## src/rtl/keypad_pkg.sv

```systemverilog
// Shared register map, field positions and key-code geometry for the keypad scanner.
// Constants only; no timing or flow-control behaviour.
package keypad_pkg;

    localparam int KEY_CODE_W = 4;
    localparam int NUM_ROWS   = 4;
    localparam int NUM_COLS   = 4;
    localparam int ROW_W      = 2;
    localparam int COL_W      = 2;

    // Word offsets, decoded from HADDR[3:2]
    localparam logic [1:0] ADDR_DATA   = 2'd0;
    localparam logic [1:0] ADDR_STATUS = 2'd1;
    localparam logic [1:0] ADDR_CTRL   = 2'd2;

    localparam int STAT_OVF    = 7;
    localparam int STAT_FULL   = 6;
    localparam int STAT_EMPTY  = 5;
    localparam int CTRL_EN     = 0;
    localparam int CTRL_IRQ_EN = 1;

    // Index of the lowest set column bit; higher simultaneous columns lose.
    function automatic logic [COL_W-1:0] lowest_col(input logic [NUM_COLS-1:0] p);
        logic [COL_W-1:0] c;
        c = '0;
        for (int i = NUM_COLS - 1; i >= 0; i--) begin
            if (p[i]) c = COL_W'(i);
        end
        return c;
    endfunction

endpackage

```

## src/rtl/keypad_fifo.sv

```systemverilog
// Synchronous key-code FIFO; dout shows the head combinationally, updates take one cycle.
// Backpressure: push when full is dropped unless a pop happens the same cycle; pop when empty is ignored.
module keypad_fifo #(
    parameter int DEPTH = 4,
    parameter int W     = 4,
    localparam int PW   = $clog2(DEPTH),
    localparam int CW   = $clog2(DEPTH + 1)
) (
    input  logic          clk_i,
    input  logic          rst_ni,
    input  logic          push_i,
    input  logic          pop_i,
    input  logic [W-1:0]  din_i,
    output logic [W-1:0]  dout_o,
    output logic [CW-1:0] count_o,
    output logic          full_o,
    output logic          empty_o
);

    logic [W-1:0]  mem_q [DEPTH];
    logic [PW-1:0] wr_ptr_q, rd_ptr_q;
    logic [CW-1:0] count_q;
    logic          push_ok, pop_ok;

    assign full_o  = (count_q == CW'(DEPTH));
    assign empty_o = (count_q == '0);
    assign count_o = count_q;
    assign dout_o  = mem_q[rd_ptr_q];

    assign pop_ok  = pop_i & ~empty_o;
    assign push_ok = push_i & (~full_o | pop_ok);

    always_ff @(posedge clk_i) begin
        if (push_ok) mem_q[wr_ptr_q] <= din_i;
    end

    // Power-of-two depth lets the pointers wrap naturally.
    always_ff @(posedge clk_i or negedge rst_ni) begin
        if (!rst_ni) begin
            wr_ptr_q <= '0;
            rd_ptr_q <= '0;
            count_q  <= '0;
        end else begin
            if (push_ok) wr_ptr_q <= wr_ptr_q + PW'(1);
            if (pop_ok)  rd_ptr_q <= rd_ptr_q + PW'(1);
            case ({push_ok, pop_ok})
                2'b10:   count_q <= count_q + CW'(1);
                2'b01:   count_q <= count_q - CW'(1);
                default: count_q <= count_q;
            endcase
        end
    end

endmodule

```

## src/rtl/keypad_scan_ahb.sv

```systemverilog
// AHB-Lite keypad scanner: drives rows one-hot, queues {row,col} codes from debounced column pulses.
// Latency: zero-wait bus, push visible next cycle; backpressure: full FIFO drops keys and sets sticky overflow.
module keypad_scan_ahb
    import keypad_pkg::*;
#(
    parameter int SCAN_DIV   = 8192,
    parameter int FIFO_DEPTH = 4
) (
    input  logic                HCLK,
    input  logic                HRESETn,
    input  logic                HSEL,
    input  logic [3:0]          HADDR,
    input  logic [1:0]          HTRANS,
    input  logic                HWRITE,
    input  logic [2:0]          HSIZE,
    input  logic [31:0]         HWDATA,
    input  logic                HREADY,
    output logic                HREADYOUT,
    output logic                HRESP,
    output logic [31:0]         HRDATA,
    input  logic [NUM_COLS-1:0] key_pulse,
    output logic [NUM_ROWS-1:0] row,
    output logic                key_irq
);

    localparam int DW = $clog2(SCAN_DIV);
    localparam int CW = $clog2(FIFO_DEPTH + 1);

    logic                  act_q, wr_q;
    logic [1:0]            addr_q;
    logic [1:0]            ctrl_q, ctrl_d;
    logic                  ovf_q, ovf_d;
    logic                  irq_q;
    logic [DW-1:0]         dwell_q;
    logic [ROW_W-1:0]      row_idx_q;

    logic                  enable, wr_ctrl, wr_stat, rd_data;
    logic                  key_vld, push_ok, pop_ok, nonempty_d;
    logic [KEY_CODE_W-1:0] key_dat, fifo_dout;
    logic [CW-1:0]         fifo_count;
    logic                  fifo_full, fifo_empty;
    logic                  unused_bits;

    assign unused_bits = ^{HSIZE, HADDR[1:0], HTRANS[0], HWDATA[31:8], HWDATA[6:2]};

    assign HREADYOUT = 1'b1;
    assign HRESP     = 1'b0;

    always_ff @(posedge HCLK or negedge HRESETn) begin
        if (!HRESETn) begin
            act_q  <= 1'b0;
            wr_q   <= 1'b0;
            addr_q <= '0;
        end else if (HREADY) begin
            act_q  <= HSEL & HTRANS[1];
            wr_q   <= HWRITE;
            addr_q <= HADDR[3:2];
        end
    end

    assign wr_ctrl = act_q & wr_q & (addr_q == ADDR_CTRL);
    assign wr_stat = act_q & wr_q & (addr_q == ADDR_STATUS);
    assign rd_data = act_q & ~wr_q & (addr_q == ADDR_DATA);

    assign enable  = ctrl_q[CTRL_EN];
    assign key_vld = enable & (|key_pulse);
    assign key_dat = {row_idx_q, lowest_col(key_pulse)};

    keypad_fifo #(
        .DEPTH (FIFO_DEPTH),
        .W     (KEY_CODE_W)
    ) u_fifo (
        .clk_i   (HCLK),
        .rst_ni  (HRESETn),
        .push_i  (key_vld),
        .pop_i   (rd_data),
        .din_i   (key_dat),
        .dout_o  (fifo_dout),
        .count_o (fifo_count),
        .full_o  (fifo_full),
        .empty_o (fifo_empty)
    );

    assign pop_ok  = rd_data & ~fifo_empty;
    assign push_ok = key_vld & (~fifo_full | pop_ok);

    always_comb begin
        ctrl_d = ctrl_q;
        if (wr_ctrl) ctrl_d = HWDATA[1:0];
        ovf_d = ovf_q;
        if (wr_stat && HWDATA[STAT_OVF]) ovf_d = 1'b0;
        // A fresh drop wins over a same-cycle clear so the loss is never hidden.
        if (key_vld && fifo_full && !pop_ok) ovf_d = 1'b1;
        nonempty_d = push_ok | (~fifo_empty & ~(pop_ok & (fifo_count == CW'(1))));
    end

    always_ff @(posedge HCLK or negedge HRESETn) begin
        if (!HRESETn) begin
            ctrl_q <= '0;
            ovf_q  <= 1'b0;
            irq_q  <= 1'b0;
        end else begin
            ctrl_q <= ctrl_d;
            ovf_q  <= ovf_d;
            irq_q  <= ctrl_d[CTRL_IRQ_EN] & nonempty_d;
        end
    end

    always_ff @(posedge HCLK or negedge HRESETn) begin
        if (!HRESETn) begin
            dwell_q   <= '0;
            row_idx_q <= '0;
        end else if (!enable) begin
            dwell_q   <= '0;
            row_idx_q <= '0;
        end else if (dwell_q == DW'(SCAN_DIV - 1)) begin
            dwell_q   <= '0;
            row_idx_q <= row_idx_q + ROW_W'(1);
        end else begin
            dwell_q   <= dwell_q + DW'(1);
        end
    end

    assign row     = enable ? (NUM_ROWS'(1) << row_idx_q) : '0;
    assign key_irq = irq_q;

    always_comb begin
        HRDATA = '0;
        if (act_q && !wr_q) begin
            case (addr_q)
                ADDR_DATA:   if (!fifo_empty) HRDATA = {{(31 - KEY_CODE_W){1'b0}}, 1'b1, fifo_dout};
                ADDR_STATUS: HRDATA = {24'b0, ovf_q, fifo_full, fifo_empty, 5'(fifo_count)};
                ADDR_CTRL:   HRDATA = {30'b0, ctrl_q};
                default:     HRDATA = '0;
            endcase
        end
    end

endmodule

```

## config.mk

```make
export PLATFORM = sky130hd
export DESIGN_NAME = keypad_scan_ahb
export DESIGN_NICKNAME = d
export VERILOG_FILES = /design/src/rtl/keypad_pkg.sv /design/src/rtl/keypad_fifo.sv /design/src/rtl/keypad_scan_ahb.sv
export SDC_FILE = /design/constraint.sdc
export NUM_CORES = 1
export LEC_CHECK = 0
export CAP_MARGIN = 20
export CORE_MARGIN = 2
export CORE_UTILIZATION = 41
export DETAILED_ROUTE_END_ITERATION = 16
export PLACE_DENSITY = 0.88
export SLEW_MARGIN = 15
export SYNTH_ARGS = -nofsm -noshare
export SYNTH_HDL_FRONTEND = slang
export SYNTH_SLANG_ARGS = --single-unit
```

## constraint.sdc

```tcl
create_clock -name HCLK -period 1.92 [get_ports HCLK]
set_input_delay 0.48 -clock HCLK [delete_from_list [all_inputs] [get_ports HCLK]]
set_output_delay 0.48 -clock HCLK [all_outputs]
set_load 0.02 [all_outputs]
```

==> impl_results.md, run 1 <==
* Weighted congestion at the end of routability-driven global placement at roughly 0.86
* # setup viols final at 7
* Htree depth at 2
* Cell area after technology mapping at roughly 0.0026 mm²
* Fin Clk Skew at 0.00615 ns
* Die Footprint at 0.00692 mm²
* Std-Cell Rows at 28
* Antenna violations before repair at 0
* Sort of element at the end of the critical path: output pin
* Detailed-router iteration count before antenna repair at 4
* Required time at the endpoint of the critical path at around 1.4 ns
* Chain of cells forming the critical path: inv_2 > ha_4 > nor2b_4 > nor3_4 > a221oi_2 > a221oi_2 > buf_4
* Vias in the first global route at between 1.5k and 2k
* Clock latency on the worst-skew pair at 0.30 ns
* Final Worst Setup Slack at -0.333 ns
* Master of the slowest instance on the critical path: sky130_fd_sc_hd__dfrtp_1
* Largest stage delay, worst path at around 0.38 ns
* Buffering stage count on the worst path with inverters included at 2
* Count of port buffers added during placement at 27
* Global Route Usage Sum at around 15%
* Aggregate routed wire length at around 5800 µm
* Headroom to the max-slew limit at between 60% and 70%
* Number of DRC violations after detailed routing at 0
* Fillers at ~460
* Final-layout worst hold slack at about 0.53 ns
* Worst flop-to-flop path endpoint: u_fifo.count_o[2]
* Number of antenna diodes at 0
* Iteration-0 DRC Markers at 94
* Cell at the root of the clock tree: sky130_fd_sc_hd__clkbuf_8
* Max IR drop VDD at roughly 0.52 mV
* Worst-path clk slew at around 0.08 ns
* Leakage power of the design at about 1.5 nW
* Via total after detailed routing at slightly below 2k
* Outcome: finished with violations
* Final standard cell utilization of the core at between 50% and 60%
* Clock period minus worst slack at roughly 2.3 ns
* Part of the Yosys area used for sequential elements at 47.9%
* Fmax at about 0.44 GHz
* Max-capacitance violation count at 0
* Area delta synth->final at 32.8%
* Number of cells on the worst hold path at 1
* Type of the tightest min-delay check: register to register
* Cell count after synthesis at 235
* Most used DFF post-synth: sky130_fd_sc_hd__dfrtp_1
* Number of clock buffers inserted by TritonCTS at 5
* Family of cells with the greatest summed delay on the critical path: flip-flops
* Syn_area_per_cell at ~11 µm²
* Overflow after GRT at 0
* Antenna violation net count after detailed routing at 0
* Routed WL per cell at roughly 15 µm
* Largest net degree at the start of global routing at 31
* Violated checks: setup timing
* CTS Buffer Depth at 2
* Post-route clock period utilization at 117%
* Total Power at between 3 and 4 mW
* CTS tree: built
* EDFF count, synth at 16
* Number of different library cells in the post-synthesis netlist at 41
* Number of flip-flops and latches in the synthesized netlist at 46
* Average vias per placed instance at ~5
* Die height at about 83 µm
* Slew at the pin closest to its max-slew limit at around 0.5 ns
* Placeable core region at 0.00599 mm²
* Final hold violation count at 0
* Area of the multi-input gates at around 0.0013 mm²
* Final net count at approximately 370
* Share of cells above drive strength 1 at 35.5%
* Data arrival at the endpoint of the critical path at approximately 1.8 ns
* Total power divided by cell area at 1060 mW/mm²
* Ports placed on the boundary at 89
* Dominant cell type by count on the critical path: sky130_fd_sc_hd__a221oi_2
* CTS sink count at 46
* Worst Setup Start Kind: register
* Startpoint of the lowest-slack hold path: dwell_q[0]
* Hold Path Sink: dwell_q[0]
* Crit path max fanout at 3
* Register-to-register setup slack at -0.06 ns
* Global-route wire length before repair at around 8600 µm
* Start of the worst register-to-register path: u_fifo.count_o[0]
* Hpwl dp at just under 4000 µm
* Die width at 83.2 µm
* RSZ-0062 raised after global routing: yes
* Path depth of the worst reg2reg path at 11
* Register Area at around 0.0012 mm²
* Total of warnings raised by yosys at 0
* Critical path class: register to output pin
* Number of pins exceeding their max-slew limit in the final report at 0
* Async set-reset flop share out of synthesis at roughly 65%
* Initial Utilization at a little over two fifths
[power by group]
group	switching, mW	total (mW)	internal, mW
Combinational	0.822	1.67	0.850
Sequential	0.164	1.39	1.22
Clock	0.318	0.569	0.251
[Yosys cell counts (2+ instances only)]
cell type	instances	area [µm²]
sky130_fd_sc_hd__nor3_1	4	20.0
sky130_fd_sc_hd__nand4_1	3	18.8
sky130_fd_sc_hd__and3_1	3	18.8
sky130_fd_sc_hd__conb_1	2	7.51
sky130_fd_sc_hd__a21oi_1	4	20.0
sky130_fd_sc_hd__buf_4	26	195
sky130_fd_sc_hd__nor2_1	15	56.3
sky130_fd_sc_hd__nor3b_1	2	15.0
sky130_fd_sc_hd__dfrtp_1	30	751
sky130_fd_sc_hd__a221oi_1	4	35.0
sky130_fd_sc_hd__edfxtp_1	16	480
sky130_fd_sc_hd__clkbuf_1	6	22.5
sky130_fd_sc_hd__mux2_2	10	113
sky130_fd_sc_hd__and2_1	14	87.6
sky130_fd_sc_hd__nor4_1	3	18.8
sky130_fd_sc_hd__mux4_2	2	45.0
sky130_fd_sc_hd__xor2_1	7	61.3
sky130_fd_sc_hd__nand2_1	15	56.3
sky130_fd_sc_hd__xnor2_1	7	61.3
sky130_fd_sc_hd__inv_1	12	45.0
sky130_fd_sc_hd__nand2b_1	3	18.8
sky130_fd_sc_hd__nand3_1	9	45.0
sky130_fd_sc_hd__ha_1	14	175
sky130_fd_sc_hd__o21ai_0	5	25.0
sky130_fd_sc_hd__mux2i_1	3	30.0
[final cells by class]
type,count,share of cell area (%)
Sequential cell,46,36.2
Timing Repair Buffer,76,18.9
Inverter,12,1.32
Clock buffer,6,2.13
Tap cell,75,2.75
Multi-Input combinational cell,168,38.5
Clock inverter,2,0.257
[metrics by stage]
stage | TNS [ns] | area, µm² | std cells | worst slack (ns)
finish | -1.54 | 3410 | 385 | -0.333
global route | -2.14 | 3410 | 385 | -0.429
CTS | -1.40 | 3300 | 378 | -0.300
detailed placement | -12.04 | 3130 | 365 | -0.576
global placement | -10.79 | 3130 | 365 | -0.509
floorplan | -0.332 | 2710 | 259 | -0.129
[timing repair]
action,4_1_cts,5_1_grt
pin swaps,8,7
hold buffers,0,0
endpoints found under the setup margin,32,29
resized for setup,63,31
endpoints found under the hold margin,0,0
buffers inserted,5,9
[worst max-delay path by stage]
| stage | depth (start not counted) | startpoint | end | slack, ns |
|---|---|---|---|---|
| 3_5_place_dp | 10 | key_pulse[0] | u_fifo.count_o[2] | -0.58 |
| 3_3_place_gp | 10 | key_pulse[1] | u_fifo.count_o[2] | -0.51 |
| 4_1_cts | 7 | u_fifo.count_o[1] | HRDATA[0] | -0.30 |
| 6_report | 7 | u_fifo.count_o[0] | HRDATA[0] | -0.33 |
| 5_1_grt | 7 | u_fifo.count_o[0] | HRDATA[0] | -0.43 |
| 2_1_floorplan | 6 | u_fifo.count_o[0] | HRDATA[0] | -0.13 |
[routing by layer]
| metal | GRT usage (%) | wire (µm) | up-vias |
|---|---|---|---|
| met1 | 17.6 | 2260 | 946 |
| met3 | 2.78 | 229 | 12 |
| met2 | 28.7 | 3170 | 62 |
| li1 | - | - | 906 |
| met4 | 5.22 | 134 | 0 |
| met5 | 0 | 0 | - |
[logic make-up after synthesis]
kind of cell,count (synthesis),share of synthesized area (%)
other cells,2,0.292
fa+ha+maj,14,6.82
flops,46,47.9
mux,15,7.30
simple gates,78,16.7
xor+xnor,14,4.77
compound gates,21,5.84
buf+inv,45,10.4
[worst register-to-register path: stages (launching register included)]
cell	delay (ns)
sky130_fd_sc_hd__dfrtp_1	0.40
sky130_fd_sc_hd__inv_2	0.08
sky130_fd_sc_hd__ha_4	0.13
sky130_fd_sc_hd__nor2b_4	0.22
sky130_fd_sc_hd__buf_6	0.15
sky130_fd_sc_hd__nor4_4	0.03
sky130_fd_sc_hd__buf_4	0.15
sky130_fd_sc_hd__buf_6	0.11
sky130_fd_sc_hd__ha_4	0.16
sky130_fd_sc_hd__mux2i_2	0.15
sky130_fd_sc_hd__nor2_2	0.12
sky130_fd_sc_hd__xor2_1	0.18
[flip-flops by register name (all words and copies together) (netlist names), 2 cells and up]
register and flops:
u_fifo.rd_ptr_q 2, u_fifo.mem_q 16, u_fifo.wr_ptr_q 2, ctrl_q 2, row_idx_q 2, dwell_q 13
addr_q 2, u_fifo.count_o 3
[cells in the final DEF, fill, tap and decap left out, types with 2 or more instances in the layout]
master,netlist,final
sky130_fd_sc_hd__buf_4,26,47
sky130_fd_sc_hd__dfrtp_1,30,28
sky130_fd_sc_hd__conb_1,2,26
sky130_fd_sc_hd__edfxtp_1,16,16
sky130_fd_sc_hd__nand2_1,15,14
sky130_fd_sc_hd__ha_1,14,12
sky130_fd_sc_hd__nor2_1,15,11
sky130_fd_sc_hd__clkdlybuf4s50_1,0,11
sky130_fd_sc_hd__mux2_2,10,10
sky130_fd_sc_hd__and2_1,14,10
sky130_fd_sc_hd__inv_1,12,9
sky130_fd_sc_hd__nand3_1,9,9
sky130_fd_sc_hd__buf_6,0,9
sky130_fd_sc_hd__xor2_1,7,7
sky130_fd_sc_hd__xnor2_1,7,6
sky130_fd_sc_hd__clkbuf_8,0,5
sky130_fd_sc_hd__a221oi_2,0,4
sky130_fd_sc_hd__a21oi_1,4,4
sky130_fd_sc_hd__o21ai_0,5,4
sky130_fd_sc_hd__dlygate4sd2_1,0,4
sky130_fd_sc_hd__inv_2,0,3
sky130_fd_sc_hd__nor3_1,4,3
sky130_fd_sc_hd__nand4_1,3,3
sky130_fd_sc_hd__and2_2,0,3
sky130_fd_sc_hd__clkbuf_2,0,3
sky130_fd_sc_hd__nor2_4,0,2
sky130_fd_sc_hd__mux4_2,2,2
sky130_fd_sc_hd__nor2_2,0,2
sky130_fd_sc_hd__nand2b_1,3,2
sky130_fd_sc_hd__and3_1,3,2
sky130_fd_sc_hd__nor3b_1,2,2
sky130_fd_sc_hd__nor4_1,3,2
sky130_fd_sc_hd__mux2i_1,3,2
sky130_fd_sc_hd__ha_4,0,2
sky130_fd_sc_hd__dfrtp_2,0,2
Note: power is estimated with default switching activity, not from simulation.
==> run 2, diff against run 1 <==
--- a/config.mk
+++ b/config.mk
@@ -10,6 +10,7 @@
 export CORE_UTILIZATION = 41
 export DETAILED_ROUTE_END_ITERATION = 16
 export PLACE_DENSITY = 0.88
+export RECOVER_POWER = 100
 export SLEW_MARGIN = 15
 export SYNTH_ARGS = -nofsm -noshare
 export SYNTH_HDL_FRONTEND = slang
==> run 2 against run 1 <==
Net effect:
- the flow still finishes with violations (setup timing)
- non-clock buffer count did not move
- maximum frequency fell by 0.30%
- via count fell by 0.42%
- critical endpoint unchanged
- highest routed layer unchanged
==> impl_results.md, run 2 (same netlist as run 1, synthesis figures left out) <==
* Number of DRC violations after detailed routing at 0 (unchanged)
* Final Worst Setup Slack at -0.339 ns (-0.00682 ns)
* Internal power of the cells at 2.31 mW (-0.86%)
* Type of the tightest min-delay check: register to register
* Register containing the most flip-flops in the final layout: u_fifo.mem_q
* Detailed-router iteration count before antenna repair at 4 (unchanged)
* Switching Share at 36.0% (+0.074 points)
* Headroom to the max-slew limit at 50.4% (-15 points)
* Largest net degree at the start of global routing at 31 (unchanged)
* Clock share of power at 15.8% (about the same)
* Number of cells on the worst hold path at 1 (unchanged)
* Antenna violation net count after detailed routing at 0 (unchanged)
* Outcome: finished with violations
* Combinational group share of total power at 45.7% (-0.4 points)
* Commonest non-fill, non-tap cell in the layout: sky130_fd_sc_hd__buf_4
* Routed WL per cell at 15.0 µm (-0.47%)
* Final-layout setup total negative slack at -1.60 ns (-0.0677 ns)
* Cell at the root of the clock tree: sky130_fd_sc_hd__clkbuf_8
* # setup viols final at 7 (unchanged)
* Worst-path clk slew at 0.08 ns (about the same)
* Total power divided by cell area at 1060 mW/mm² (about the same)
* Count of port buffers added during placement at 27 (unchanged)
* Share of cells above drive strength 1 at 33.5% (-1.9 points)
* Area of the multi-input gates at 0.00131 mm² (-0.57%)
* Part of the total power dissipated in sequential elements at 38.5% (+0.2 points)
* Average vias per placed instance at 4.98 (-0.42%)
* Leakage power of the design at 1.50 nW (-1.6%)
* Final net count at 373 (unchanged)
* Weighted congestion at the end of routability-driven global placement at 0.858 (unchanged)
* Area delta synth->final at 31.8%
* Number of clock buffers inserted by TritonCTS at 5 (unchanged)
* Number of pins exceeding their max-slew limit in the final report at 0 (unchanged)
* CTS sink count at 46 (unchanged)
* Required time at the endpoint of the critical path at 1.44 ns (about the same)
* Overflow after GRT at 0 (unchanged)
* Fillers at 470 (+2.0%)
* CTS tree: built
* Total Power at 3.60 mW (-0.74%)
* Violated checks: setup timing
* Ports placed on the boundary at 89 (unchanged)
* Htree depth at 2 (unchanged)
* Final-layout worst hold slack at 0.543 ns (+0.0166 ns)
* CTS Buffer Depth at 2 (unchanged)
* Fmax at 0.443 GHz (-0.30%)
* Clock period minus worst slack at 2.26 ns (+0.00682 ns)
* First element of the critical path: u_fifo.count_o[0]
* Global Route Usage Sum at 15.4% (unchanged)
* Switching power total at 1.30 mW (-0.54%)
* Max-capacitance violation count at 0 (unchanged)
* Critical path class: register to output pin
* Data arrival at the endpoint of the critical path at 1.78 ns (about the same)
* Flip-flop count of the largest register, all copies and words added at 16 (unchanged)
* Final hold violation count at 0 (unchanged)
* Startpoint of the lowest-slack hold path: dwell_q[0]
* Global-route wire length before repair at 8560 µm (unchanged)
* Most frequent cells in the layout: sky130_fd_sc_hd__buf_4, sky130_fd_sc_hd__dfrtp_1, sky130_fd_sc_hd__conb_1, sky130_fd_sc_hd__edfxtp_1, sky130_fd_sc_hd__nand2_1
* Slew at the pin closest to its max-slew limit at 0.744 ns (+0.231 ns)
* Number of antenna diodes at 0 (unchanged)
* Hpwl dp at 3850 µm (unchanged)
* Aggregate routed wire length at 5770 µm (-0.47%)
* Vias in the first global route at 1844 (unchanged)
* Die Footprint at 0.00692 mm² (unchanged)
* Final standard cell utilization of the core at 56.5% (-0.42 points)
* Clock latency on the worst-skew pair at 0.30 ns (about the same)
* Crit path max fanout at 3 (unchanged)
* Via total after detailed routing at 1918 (-0.42%)
* Register Area at 0.00123 mm² (unchanged)
* Worst Setup Start Kind: register
* Die width at 83.2 µm (unchanged)
* Max IR drop VDD at 0.522 mV (about the same)
* Post-route clock period utilization at 118% (+0.36 points)
* RSZ-0062 raised after global routing: yes
* Die height at 83.2 µm (unchanged)
* Initial Utilization at 42.9% (unchanged)
* Iteration-0 DRC Markers at 79 (-16%)
* Placeable core region at 0.00599 mm² (unchanged)
* Fin Clk Skew at 0.00530 ns (-0.000856 ns)
* Std-Cell Rows at 28 (unchanged)
* Antenna violations before repair at 0 (unchanged)
* Sort of element at the end of the critical path: output pin
* Start of the worst register-to-register path: u_fifo.count_o[1]
* Path depth of the worst reg2reg path at 11 (unchanged)
## run 2: power by group through the flow
stage               logic (mW)  clock network (mW)  registers, mW
CTS                       1.45               0.572           1.38
detailed placement        1.31                   0           1.40
floorplan                0.811                   0           1.37
global route              1.77               0.627           1.41
finish                    1.65               0.571           1.39
global placement          1.26                   0           1.38
## run 2: what timing repair did
| item | CTS | global route |
|---|---|---|
| gates resized for setup | 63 | 31 |
| buffers inserted | 5 | 9 |
| setup endpoints to repair | 32 | 29 |
| hold buffers | 0 | 0 |
| pin swaps | 8 | 7 |
## run 2: metal layers
layer | wire, µm | GRT usage (%) | part of all wire (%)
met1 | 2260 | 17.6 | 39
met2 | 3160 | 28.7 | 55
met3 | 204 | 2.78 | 3.5
met4 | 133 | 5.22 | 2.3
met5 | 0 | 0 | 0
## run 2: path summary, 6_finish.rpt
check,end,slack (ns)
min in group asynchronous,dwell_q[6],0.76
worst max register to register,u_fifo.count_o[2],-0.05
worst min-delay path,dwell_q[0],0.54
max in group asynchronous,addr_q[0],0.63
worst max-delay path,HRDATA[0],-0.34
worst min register to register,dwell_q[0],0.54
## run 2: area by class of cell
| type | count | share of cell area (%) |
|---|---|---|
| sequential | 46 | 36.4 |
| multi-input combinational | 168 | 38.6 |
| tap | 75 | 2.77 |
| clock inverter | 2 | 0.259 |
| inverter | 12 | 1.33 |
| timing repair buffer | 76 | 18.5 |
| clock buffer | 6 | 2.14 |
## run 2: metrics by stage
step / std cells / instance area [µm²] / setup WS, ns
finish: 385 / 3390 / -0.339
floorplan: 259 / 2710 / -0.129
global route: 385 / 3390 / -0.429
detailed placement: 365 / 3130 / -0.576
CTS: 378 / 3300 / -0.300
global placement: 365 / 3130 / -0.509
## run 2: worst max-delay path, cell delays in order (launching register included)
cell	delay, ns
sky130_fd_sc_hd__dfrtp_1	0.38
sky130_fd_sc_hd__inv_2	0.06
sky130_fd_sc_hd__ha_4	0.16
sky130_fd_sc_hd__nor2b_4	0.14
sky130_fd_sc_hd__nor3_4	0.18
sky130_fd_sc_hd__a221oi_2	0.10
sky130_fd_sc_hd__a221oi_2	0.28
sky130_fd_sc_hd__buf_4	0.18
==> run 3, diff against run 2 <==
--- a/config.mk
+++ b/config.mk
@@ -9,7 +9,7 @@
 export CORE_MARGIN = 2
 export CORE_UTILIZATION = 41
 export DETAILED_ROUTE_END_ITERATION = 16
-export PLACE_DENSITY = 0.88
+export PLACE_DENSITY = 0.74
 export RECOVER_POWER = 100
 export SLEW_MARGIN = 15
 export SYNTH_ARGS = -nofsm -noshare
==> run 3 against run 2 <==
Net effect:
- the flow still finishes with violations (setup timing)
- die area stayed put
- sequential share of layout area rose by 0.064 points
- worst setup slack got worse by 0.040 ns
- global-route usage is 0.18 points lower
- count of clock-buffer cells in the layout fell by 1
- utilization about the same
- routed wire length is 8.6% lower
- first-iteration DRC count is 2.5% higher
- register-to-register slack worse by 0.09 ns
- critical path type unchanged
==> impl_results.md, run 3 (same netlist as run 1, synthesis figures left out) <==
* Outcome: finished with violations
* Violated checks: setup timing
* Aggregate routed wire length at 5270 µm (-8.6%)
* Register containing the most flip-flops in the final layout: u_fifo.mem_q
* Final Worst Setup Slack at -0.379 ns (-0.0399 ns)
* CTS sink count at 46 (unchanged)
* # setup viols final at 8 (+1)
* Family of cells with the greatest summed delay on the critical path: simple AND/OR/NAND/NOR gates
* Leakage power of the design at 1.49 nW (-0.47%)
* Worst Setup Start Kind: register
* Vias in the first global route at 1800 (-2.4%)
* Dominant cell type by count on the critical path: sky130_fd_sc_hd__buf_6
* Die Footprint at 0.00692 mm² (unchanged)
* Type of the tightest min-delay check: register to register
* CTS tree: built
* Fmax at 0.435 GHz (-1.7%)
* Final standard cell utilization of the core at 56.5% (about the same)
* Average vias per placed instance at 4.84 (-2.9%)
* Final non-filler cell area at 0.00338 mm² (about the same)
* Buffering stage count on the worst path with inverters included at 4 (+2)
* Data arrival at the endpoint of the critical path at 1.82 ns (+0.04 ns)
* Final-layout setup total negative slack at -1.87 ns (-0.265 ns)
* Std-Cell Rows at 28 (unchanged)
* Number of antenna diodes at 0 (unchanged)
* Number of pins exceeding their max-slew limit in the final report at 0 (unchanged)
* Number of clock buffers inserted by TritonCTS at 5 (unchanged)
* CTS Buffer Depth at 2 (unchanged)
* Clock period minus worst slack at 2.30 ns (+0.0399 ns)
* Fin Clk Skew at 0.00506 ns (-0.000234 ns)
* Commonest non-fill, non-tap cell in the layout: sky130_fd_sc_hd__buf_4
* Global Route Usage Sum at 15.2% (-0.18 points)
* Flip-flop count of the largest register, all copies and words added at 16 (unchanged)
* Placeable core region at 0.00599 mm² (unchanged)
* Headroom to the max-slew limit at 48.1% (-2.3 points)
* Global-route wire length before repair at 8480 µm (-0.96%)
* Number of DRC violations after detailed routing at 0 (unchanged)
* Htree depth at 2 (unchanged)
* Via total after detailed routing at 1847 (-3.7%)
* Final net count at 370 (-0.80%)
* Detailed-router iteration count before antenna repair at 4 (unchanged)
* Max-capacitance violation count at 0 (unchanged)
* Weighted congestion at the end of routability-driven global placement at 0.852 (-0.68%)
* Overflow after GRT at 0 (unchanged)
* Post-Layout Cell Count at 382 (-0.78%)
* Most frequent cells in the layout: sky130_fd_sc_hd__buf_4, sky130_fd_sc_hd__dfrtp_1, sky130_fd_sc_hd__conb_1, sky130_fd_sc_hd__edfxtp_1, sky130_fd_sc_hd__nand2_1
* RSZ-0062 raised after global routing: yes
* Fillers at 517 (+10%)
* Die width at 83.2 µm (unchanged)
* Final hold violation count at 0 (unchanged)
* Sort of element at the end of the critical path: output pin
* Hpwl dp at 3840 µm (-0.15%)
* Total power divided by cell area at 1080 mW/mm² (+1.9%)
* Largest net degree at the start of global routing at 31 (unchanged)
* Initial Utilization at 42.9% (unchanged)
* Required time at the endpoint of the critical path at 1.44 ns (about the same)
* Chain of cells forming the critical path: inv_2 > ha_4 > nor2b_4 > buf_4 > buf_6 > nor4_4 > and2_4 > buf_6
* Share of cells above drive strength 1 at 32.9% (-0.65 points)
* Post-route clock period utilization at 120% (+2.1 points)
* Cell Count Post-Placement at 365 (unchanged)
* Cell at the root of the clock tree: sky130_fd_sc_hd__clkbuf_8
* Area delta synth->final at 31.7% (about the same)
* Crit path max fanout at 3 (unchanged)
* Critical path class: register to output pin
* Antenna violation net count after detailed routing at 0 (unchanged)
* Antenna violations before repair at 0 (unchanged)
* Clock latency on the worst-skew pair at 0.30 ns (about the same)
* Iteration-0 DRC Markers at 81 (+2.5%)
* Cell area after placement at 0.00313 mm² (unchanged)
* Largest stage delay, worst path at 0.37 ns (about the same)
* Total Power at 3.67 mW (+1.9%)
* Ports placed on the boundary at 89 (unchanged)
* Die height at 83.2 µm (unchanged)
* Master of the slowest instance on the critical path: sky130_fd_sc_hd__dfrtp_1
* Routed WL per cell at 13.8 µm (-7.9%)
* Max IR drop VDD at 0.746 mV (+43%)
* Slew at the pin closest to its max-slew limit at 0.778 ns (+0.0338 ns)
* Worst-path clk slew at 0.08 ns (about the same)
* Count of port buffers added during placement at 27 (unchanged)
-- run 3: report_power, final --
part	leakage [nW]	switching (mW)	total, mW	internal (mW)
logic	0.902	0.761	1.58	0.817
registers	0.538	0.146	1.37	1.22
clock network	0.0504	0.334	0.721	0.387
-- run 3: worst reg2reg max path, delay by kind of cell (launching register included) --
kind	cells	cell delay [ns]
muxes	1	0.17
adders and majority gates	2	0.31
DFF	1	0.37
xor gates and xnor gates	1	0.14
buffers and inverters	4	0.52
and+or+nand+nor	3	0.46
-- run 3: final cells by class --
type | instances | area [µm²] | share of cell area [%]
Multi-Input combinational cell | 168 | 1310 | 38.6
Sequential cell | 46 | 1230 | 36.5
Timing Repair Buffer | 73 | 589 | 17.4
Tap cell | 75 | 93.8 | 2.77
Clock buffer | 5 | 68.8 | 2.03
Clock inverter | 3 | 45.0 | 1.33
Inverter | 12 | 45.0 | 1.33
-- run 3: path summary, 6_finish.rpt --
kind	slack, ns	startpoint	endpoint	cells past startpoint
worst min register to register	0.54	dwell_q[0]	dwell_q[0]	1
max in group asynchronous	0.60	HRESETn	u_fifo.rd_ptr_q[1]	2
worst max register to register	-0.14	u_fifo.count_o[1]	u_fifo.count_o[2]	11
min in group asynchronous	0.78	HRESETn	dwell_q[2]	2
worst min-delay path	0.54	dwell_q[0]	dwell_q[0]	1
worst max-delay path	-0.38	u_fifo.count_o[1]	HRDATA[3]	8
-- run 3: repair_timing --
action | CTS | global route
hold buffers | 0 | 0
pin swaps | 6 | 9
resized for setup | 67 | 20
gates cloned | 0 | 0
setup buffers | 4 | 7
endpoints found under the setup margin | 31 | 29
endpoints found under the hold margin | 0 | 0
-- run 3: layer usage --
| layer | track usage [%] | share of wire (%) | wire length, µm |
|---|---|---|---|
| met4 | 4.62 | 1.4 | 76 |
| met1 | 19.2 | 44 | 2330 |
| met3 | 3.88 | 3.3 | 174 |
| met5 | 0 | 0 | 0 |
| met2 | 25.7 | 51 | 2690 |
-- run 3: through the flow --
stage	hold WS [ns]	setup WS (ns)
2_1_floorplan	0.184	-0.129
3_5_place_dp	0.523	-0.518
3_3_place_gp	0.522	-0.499
5_1_grt	0.579	-0.461
6_report	0.538	-0.379
4_1_cts	0.534	-0.311
